==> src/rtl/ha_cfg_pkg.sv <==
// Shared definitions for the HA_CReg configuration loader, the host-side
// frame builder and the bench: FSM states, default magic and field layout.
package ha_cfg_pkg;

    typedef enum logic [2:0] {
        IDLE,
        HDR,
        LOAD,
        STROBE,
        DONE
    } cfgState_t;

    localparam logic [7:0] MAGIC_DEFAULT = 8'hC5;

    // Field layout, offsets counted down from the word MSB.
    localparam int unsigned FIELD_W       = 8;
    localparam int unsigned MAGIC_MSB_OFS = 0;  // header: magic
    localparam int unsigned COUNT_MSB_OFS = 8;  // header: payload count N
    localparam int unsigned TGT_MSB_OFS   = 0;  // payload: target index

endpackage

==> src/rtl/ha_cfg_loader_if.sv <==
// Framed word stream from the host config port into the loader.
interface ha_cfg_loader_if #(
    parameter int unsigned DW = 32
);
    logic          s_valid;
    logic [DW-1:0] s_data;
    logic          s_ready;

    modport master (output s_valid, output s_data, input s_ready);
    modport slave  (input s_valid, input s_data, output s_ready);
endinterface

==> src/rtl/ha_cfg_loader.sv <==
// Configuration writer for HA_CReg registers: parses header + N payload
// words and emits a one-cycle EN strobe with InstIn per in-range payload.
module ha_cfg_loader
    import ha_cfg_pkg::*;
#(
    parameter int unsigned NUM_TGT = 4,
    parameter int unsigned INST_BW = 3,
    parameter int unsigned DW      = 32,
    parameter logic [7:0]  MAGIC   = MAGIC_DEFAULT
) (
    input  logic               clk,
    input  logic               rst,
    ha_cfg_loader_if.slave     s,
    output logic [NUM_TGT-1:0] creg_en,
    output logic [INST_BW-1:0] creg_inst,
    output logic               cfg_busy,
    output logic               cfg_done,
    output logic               cfg_err
);

    cfgState_t state, nextState;
    logic [7:0] cnt;

    logic               accept;
    logic [7:0]         wordMagic;
    logic [7:0]         wordCount;
    logic [7:0]         wordTgt;
    logic [INST_BW-1:0] wordInst;
    logic               magicOk;
    logic               tgtInRange;
    logic               unusedData;

    assign accept     = s.s_valid && s.s_ready;
    assign wordMagic  = s.s_data[DW-1-MAGIC_MSB_OFS -: FIELD_W];
    assign wordCount  = s.s_data[DW-1-COUNT_MSB_OFS -: FIELD_W];
    assign wordTgt    = s.s_data[DW-1-TGT_MSB_OFS -: FIELD_W];
    assign wordInst   = s.s_data[INST_BW-1:0];
    assign magicOk    = (wordMagic == MAGIC);
    assign tgtInRange = (32'(wordTgt) < NUM_TGT);
    // Middle bits of every word are don't-care by frame definition.
    assign unusedData = ^s.s_data;

    // State register.
    always_ff @(posedge clk or negedge rst) begin
        if (!rst) state <= IDLE;
        else      state <= nextState;
    end

    // Next-state decode and state-derived outputs.
    always_comb begin
        nextState = state;
        s.s_ready = 1'b0;
        cfg_busy  = 1'b0;
        cfg_done  = 1'b0;
        case (state)
            IDLE: nextState = HDR;
            HDR: begin
                s.s_ready = 1'b1;
                if (accept && magicOk)
                    nextState = (wordCount == 8'd0) ? DONE : LOAD;
            end
            LOAD: begin
                s.s_ready = 1'b1;
                cfg_busy  = 1'b1;
                if (accept) begin
                    if (tgtInRange)          nextState = STROBE;
                    else if (cnt == 8'd1)    nextState = DONE;
                end
            end
            STROBE: begin
                cfg_busy  = 1'b1;
                nextState = (cnt == 8'd1) ? DONE : LOAD;
            end
            DONE: begin
                cfg_busy  = 1'b1;
                cfg_done  = 1'b1;
                nextState = HDR;
            end
            default: nextState = IDLE;
        endcase
    end

    // Payload count, sticky error and registered strobe/InstIn. The strobe
    // is launched at the accept edge so it coincides with the STROBE state.
    always_ff @(posedge clk or negedge rst) begin
        if (!rst) begin
            cnt       <= '0;
            cfg_err   <= 1'b0;
            creg_en   <= '0;
            creg_inst <= '0;
        end else begin
            creg_en <= '0;
            case (state)
                HDR: begin
                    if (accept) begin
                        if (magicOk) begin
                            cnt     <= wordCount;
                            cfg_err <= 1'b0;
                        end else begin
                            cfg_err <= 1'b1;
                        end
                    end
                end
                LOAD: begin
                    if (accept) begin
                        if (tgtInRange) begin
                            creg_en   <= NUM_TGT'(1) << wordTgt;
                            creg_inst <= wordInst;
                        end else begin
                            cfg_err <= 1'b1;
                            cnt     <= cnt - 8'd1;
                        end
                    end
                end
                STROBE: cnt <= cnt - 8'd1;
                default: ;
            endcase
        end
    end

endmodule
==> src/flat_wrapper.sv <==
// flat-port wrapper written by rule: the top's interface ports become plain ports
module ha_cfg_loader_flat import ha_cfg_pkg::*;
#(
    parameter int unsigned NUM_TGT = 4,
    parameter int unsigned INST_BW = 3,
    parameter int unsigned DW      = 32,
    parameter logic [7:0]  MAGIC   = MAGIC_DEFAULT
)
  (clk, rst, creg_en, creg_inst, cfg_busy, cfg_done, cfg_err, s_s_valid, s_s_data, s_s_ready);
  ha_cfg_loader_if #(.DW(DW)) s_i ();
  input  logic clk;
  input  logic rst;
  output logic [NUM_TGT-1:0] creg_en;
  output logic [INST_BW-1:0] creg_inst;
  output logic cfg_busy;
  output logic cfg_done;
  output logic cfg_err;
  input wire logic [$bits(s_i.s_valid)-1:0] s_s_valid;
  input wire logic [$bits(s_i.s_data)-1:0] s_s_data;
  output wire logic [$bits(s_i.s_ready)-1:0] s_s_ready;
  assign s_i.s_valid = s_s_valid;
  assign s_i.s_data = s_s_data;
  assign s_s_ready = s_i.s_ready;
  ha_cfg_loader #(.NUM_TGT(NUM_TGT), .INST_BW(INST_BW), .DW(DW), .MAGIC(MAGIC)) u_core (.clk(clk), .rst(rst), .s(s_i), .creg_en(creg_en), .creg_inst(creg_inst), .cfg_busy(cfg_busy), .cfg_done(cfg_done), .cfg_err(cfg_err));
endmodule
==> config.mk <==
export PLATFORM = sky130hd
export DESIGN_NAME = ha_cfg_loader_flat
export DESIGN_NICKNAME = d
export VERILOG_FILES = /design/src/rtl/ha_cfg_pkg.sv /design/src/rtl/ha_cfg_loader_if.sv /design/src/rtl/ha_cfg_loader.sv /design/src/flat_wrapper.sv
export SDC_FILE = /design/constraint.sdc
export NUM_CORES = 1
export LEC_CHECK = 0
export CELL_PAD_IN_SITES_DETAIL_PLACEMENT = 1
export CELL_PAD_IN_SITES_GLOBAL_PLACEMENT = 1
export CORE_MARGIN = 5
export CORE_UTILIZATION = 34
export CTS_CLUSTER_SIZE = 16
export DETAILED_ROUTE_END_ITERATION = 8
export GPL_TIMING_DRIVEN = 0
export HOLD_SLACK_MARGIN = 0.08
export PLACE_DENSITY_LB_ADDON = 0.1
export SLEW_MARGIN = 40
export SYNTH_ARGS = -nofsm -noshare
export SYNTH_HDL_FRONTEND = slang
export SYNTH_SLANG_ARGS = --single-unit
export TNS_END_PERCENT = 20
==> constraint.sdc <==
create_clock -name clk -period 3.6 [get_ports clk]
set_input_delay 0.36 -clock clk [delete_from_list [all_inputs] [get_ports clk]]
set_output_delay 0.36 -clock clk [all_outputs]
set_load 0.02 [all_outputs]
Word-level counts from Yosys, hierarchy flattened
Cells that the tools add are included.
{"block": "totals", "ff_bits": 19, "inputBits": 35, "out_inout_bits": 11, "elab_cells": 56}
{"block": "op_classes", "n_addsub": 1, "magnitude_cmp": 1, "eq_ne": 12, "shift": 1, "n_mux": 23, "n_reduce_logical": 13}
{"operator": "2-to-1 mux 8 bit", "n": 4}
{"operator": "case mux 8 bit (3 select lines)", "n": 1}
{"operator": "2-to-1 mux 3 bit", "n": 6}
{"operator": "2-to-1 mux 4 bit", "n": 3}
{"operator": "case mux 3 bit (4 select lines)", "n": 1}
{"operator": "== test 8 x 1 -> 1 bit, second input constant", "n": 1}
{"operator": "== test 8 bit, second input constant", "n": 1}
{"operator": "zero test 8 bit", "n": 1}
{"operator": "< comparator 8 x 3 -> 1 bit, second input constant", "n": 1}
{"operator": "!= test 2 x 1 -> 1 bit, second input constant", "n": 4}
{"operator": "<< shifter 1 x 8 -> 4 bit, first input constant", "n": 1}
{"operator": "subtractor 8 x 1 -> 8 bit, second input constant", "n": 1}
{"operator": "2-to-1 mux 1 bit", "n": 7}
{"operator": "== test 3 x 2 -> 1 bit, second input constant", "n": 2}
{"operator": "AND reduction 3 bit", "n": 2}
{"operator": "AND reduction 5 bit", "n": 1}
{"operator": "AND reduction 4 bit", "n": 1}
{"operator": "OR reduction 2 bit", "n": 2}
{"operator": "== test 3 x 1 -> 1 bit, second input constant", "n": 1}
{"operator": "== test 3 bit, second input constant", "n": 1}
{"operator": "zero test 3 bit", "n": 1}
{"operator": "!= test 3 x 1 -> 1 bit, second input constant", "n": 1}
{"operator": "nonzero test 3 bit", "n": 1}
{"operator": "OR reduction 3 bit", "n": 1}
{"operator": "other kinds (4)", "n": 5}

Depth between registers and ports, before layout
{"block": "depth", "word_depth": 7, "depth_mapped": 6, "depth_no_buf": 6}

Worst setup path before layout
No wires, ideal clock.
{"block": "synth_path", "path_kind": "flip-flop to flip-flop", "startpoint": "register u_core.cnt[1]", "endpoint": "register u_core.state[1]", "setup_ps": 118, "t_arrival_ps": 1955, "required_time_ps": 3482, "path_slack_ps": 1527, "stages_incl_launch_ff": 7, "n_path_buf": 0, "synth_period_minus_slack_ps": 2073, "cell_sequence": "dfrtp_1 inv_1 ha_1 or4b_1 or4_1 a311o_1 a21o_1"}
{"block": "synth_via", "elab_chain_cells": 3, "elab_cells_between_ends": 5, "classes_between": "2 x eq/ne; 2 x mux; 1 x reduce/logical"}
{"element": "start: declaration", "line_no": "ha_cfg_loader.sv:22", "source": "logic [7:0] cnt;"}
{"element": "start signal: assignment", "line_no": "ha_cfg_loader.sv:97", "source": "cnt <= wordCount;"}
{"element": "start signal: assignment", "line_no": "ha_cfg_loader.sv:111", "source": "cnt <= cnt - 8'd1;"}
{"element": "start signal: assignment", "line_no": "ha_cfg_loader.sv:115", "source": "STROBE: cnt <= cnt - 8'd1;"}
{"element": "== test 8 x 1 -> 1 bit (*)", "line_no": "ha_cfg_loader.sv:67, ha_cfg_loader.sv:72"}
{"element": "2-to-1 mux 3 bit or != test 3 x 1 -> 1 bit (tied branches)"}
{"element": "case mux 3 bit (4 select lines) or AND reduction 3 bit (tied branches)"}
{"element": "end signal: assignment", "line_no": "ha_cfg_loader.sv:46", "source": "else state <= nextState;"}
{"element": "end: declaration", "line_no": "ha_cfg_loader.sv:21", "source": "cfgState_t state, nextState;"}
Every way passes the cells marked *; elsewhere a longest branch is shown, timed or not.
A chain may end at the register's enable or synchronous reset.

Final worst setup path
{"block": "layout_path", "startpoint": "register u_core.state[2]", "endpoint": "output port cfg_busy"}
{"block": "layout_via", "elab_chain_cells": 3, "elab_cells_between_ends": 5, "classes_between": "3 x eq/ne; 1 x mux; 1 x reduce/logical"}
{"element": "== test 3 x 2 -> 1 bit or == test 3 bit (tied branches)", "line_no": "ha_cfg_loader.sv:55", "source": "case (state)"}
{"element": "OR reduction 3 bit (no line) (*)"}
{"element": "2-to-1 mux 1 bit (*)", "line_no": "ha_cfg_loader.sv:55"}
{"element": "end: declaration", "line_no": "flat_wrapper.sv:15", "source": "output logic cfg_busy;"}
Marks and branches as above.

==> impl_metrics.py <==
metrics = {
    "synth": {
        "postSynthCellCount": 128,
        "synth_edf_count": 0,
        "ys_async_sr_fraction_pct": 100.0,
        "synth_fa_ha_area_share_pct": 2.094,
        "synth-simple-area-share_pct": 21.68,
        "syn_avg_cell_area_um2": 9.335,
        "yosys.cell_count.top_type": "dfrtp_1",
        "netlist_top_cells_count": "dfrtp_1 (19), inv_1 (8), nor2_1 (8)",
        "synth-compound-area-share_pct": 26.60,
        "synth_cell_types": 45,
        "synth_top_family_by_area": "compound AO/OA/AOI/OAI gates",
        "synth_top_cell_area_share_pct": 39.79,
        "synthTopCellsByArea": "dfrtp_1 (40%), a221oi_1 (3.7%), o22a_1 (3.7%), mux2_2 (2.8%), a211oi_1 (2.5%)",
        "netlist_area_um2": 1195,
        "synth_nets": 165,
        "ys_ff_latch": 19,
        "yosys_warnings": 0,
        "synth_sequential_area_ratio_pct": 39.79,
        "synthMuxAreaShare_pct": 3.665,
        "yosysTopAreaCell": "dfrtp_1",
        "ys.flop_type": "dfrtp_1",
        "synthXorXnorAreaFrac_pct": 0.7330,
    },
    "grt": {
        "antenna_found_initial": 0,
        "gr-total-overflow": 0,
        "grt_usage_pct": 15.86,
        "grt_pass1_vias": 1258,
        "grt_pass1_wl_mm": 6.175,
        "grt_max_degree": 20,
    },
    "placed_design": {
        "place_inst": 205,
        "hpwl_mm": 2.772,
        "numPortBuffers": 31,
        "finalWeightedCongestion": 0.7648,
    },
    "cells_and_area": {
        "drive_above_1_share_pct": 7.927,
        "final_nets": 202,
        "fin_cells": 210,
        "finalCoreUtilization_pct": 47.62,
        "num_antenna_cells": 0,
        "syn_to_final_growth_pct": 34.03,
    },
    "timing": {
        "rsz0062_at_grt": "no",
        "slew_viol_final": 0,
        "tns_ns": 0,
        "worst_pin_slew_ns": 0.6624,
        "max_freq_mhz": 397.1,
        "min_period_ns": 2.518,
        "fin_crit_sh_pct": 69.95,
        "setup_viol": 0,
        "relSlewSlack_pct": 55.79,
        "fin_worst_skew_ns": 0.003545,
        "finalHoldViolations": 0,
    },
    "floorplanning": {
        "die-area_um2": 4800,
        "pin_count": 46,
        "fp.dieW_um": 69.28,
        "core_area_um2": 3363,
        "row_count": 21,
        "fp.dieH_um": 69.28,
        "initial_core_util_pct": 35.53,
    },
    "cts": {
        "cts_sinks": 19,
        "clk_pin_slew_ns": 0.11,
        "clkLatencyLatePin_ns": 0.31,
        "cts-root-buf": "clkbuf_4",
        "cts_made_buffers": 3,
        "cts_resized": 0,
        "htreeDepth": 1,
        "cts_hold_buffers": 1,
        "postCtsSetupBuffers": 0,
        "cts.path.max_buffers": 2,
        "cts_tree": "built",
    },
    "critical_path": {
        "crit_chain": "nand2b_1 -> clkbuf_1 -> nand2b_1 -> clkdlybuf4s50_1",
        "end_kind": "primary output",
        "crit_family": "buffers and inverters",
        "critPathBufInv": 2,
        "slowest_delay_ns": 0.55,
        "critical-path-slowest-cell": "clkdlybuf4s50_1",
        "crit_top_cell": "nand2b_1",
        "worstSetupPathType": "flop to primary output",
        "cp.arrival_ns": 2.16,
        "cp_max_fo": 10,
        "required_ns": 3.24,
        "start_kind": "flop",
    },
    "outcome": {
        "status": "complete, no violations",
    },
    "detailed_routing": {
        "drc": 0,
        "drt-total-wl_mm": 3.569,
        "vias": 1182,
        "ant_nets": 0,
        "via_per_inst": 5.629,
        "dr.pass1.iters": 4,
        "initialDrtViolationCount": 59,
        "routedWlPerCell_um": 17.00,
    },
    "worst_hold_path": {
        "hp-class": "input port to flop",
    },
    "power": {
        "power.density_nw_per_um2": 728.1,
        "vdd_ir_drop_max_mv": 0.2830,
        "leakage_uw": 0.0006225,
    },
    "run": {
        "drv_cap": 0,
    },
}
[cell families (layout without fill, tap and decap cells)]
kind of cell / count (synthesis) / in the layout
xor+xnor: 1 / 1
fa+ha+maj: 2 / 2
simple gates: 44 / 44
compound gates: 41 / 41
mux: 4 / 4
flops: 19 / 19
buf+inv: 17 / 53
[cells in the final DEF, fill, tap and decap left out, types with 2 or more instances in the layout]
cell             netlist  layout
a211oi_1               4       4
a21o_1                 2       2
a21oi_1                5       5
a221oi_1               5       5
a31oi_1                4       4
and4_1                 2       2
and4b_1                2       2
buf_2                  1       2
clkbuf_1               7       8
clkbuf_4               0       3
clkdlybuf4s50_1        0      30
dfrtp_1               19      19
ha_1                   2       2
inv_1                  8       8
mux2_2                 3       3
nand2_1                7       7
nand2b_1               3       3
nor2_1                 8       8
nor3_1                 5       5
nor3b_1                2       2
nor4_1                 2       2
o21ai_0                2       2
o22a_1                 5       5
o22ai_1                2       2
or3_1                  4       4
or4_1                  3       3
[registers in the layout, indices dropped and copies added, names as in the netlist]
name,count
u_core.creg_en,4
u_core.cfg_err,1
u_core.state,3
u_core.creg_inst,3
u_core.cnt,8
[worst paths after layout]
check / end / from / cells after the start / slack [ns]
max in group asynchronous: u_core.creg_en[1]$_DFF_PN0_ / rst / 2 / 2.76
worst min register to register: u_core.creg_inst[0]$_DFFE_PN0P_ / u_core.creg_inst[0]$_DFFE_PN0P_ / 1 / 0.52
worst min-delay path: u_core.creg_en[3]$_DFF_PN0_ / s_s_valid / 2 / 0.50
min in group asynchronous: u_core.cnt[6]$_DFFE_PN0P_ / rst / 2 / 0.51
worst max register to register: u_core.state[1]$_DFFE_PN0P_ / u_core.cnt[1]$_DFFE_PN0P_ / 6 / 1.32
worst max-delay path: cfg_busy / u_core.state[2]$_DFFE_PN0P_ / 4 / 1.08
[through the flow]
| stage | power, uW | worst slack, ns | instance area (um^2) | hold slack, ns |
|---|---|---|---|---|
| 2_1_floorplan | 820.1 | 1.527 | 1195 | 0.06441 |
| 3_3_place_gp | 1033 | 0.9740 | 1563 | 0.4898 |
| 3_5_place_dp | 1058 | 0.9818 | 1565 | 0.3409 |
| 4_1_cts | 1178 | 1.065 | 1602 | 0.4920 |
| 5_1_grt | 1272 | 0.9490 | 1602 | 0.5201 |
| 6_report | 1166 | 1.082 | 1602 | 0.5008 |
[routing by layer]
layer / GRT usage (%) / vias up / routed length (um)
met5: 0 / - / 0
met4: 5.857 / 0 / 46
met3: 3.478 / 4 / 135
met2: 27.75 / 21 / 1858
met1: 18.83 / 583 / 1528
li1: - / 574 / -
[layout make-up]
class | count | area (um^2)
fill | 423 | 1762
multi-input combinational | 92 | 661.9
sequential | 19 | 475.5
timing repair buffer | 32 | 315.3
tap | 46 | 57.56
buffer | 9 | 35.03
inverter | 8 | 30.03
clock buffer | 4 | 26.28
[where the power goes]
| part | leakage [uW] | total (uW) | switching (uW) | internal [uW] |
|---|---|---|---|---|
| clock network | 0.0000150 | 115 | 72.1 | 43.4 |
| registers | 0.000237 | 365 | 77.6 | 287 |
| logic | 0.000370 | 686 | 393 | 293 |
(Power assumes the default switching activity.)
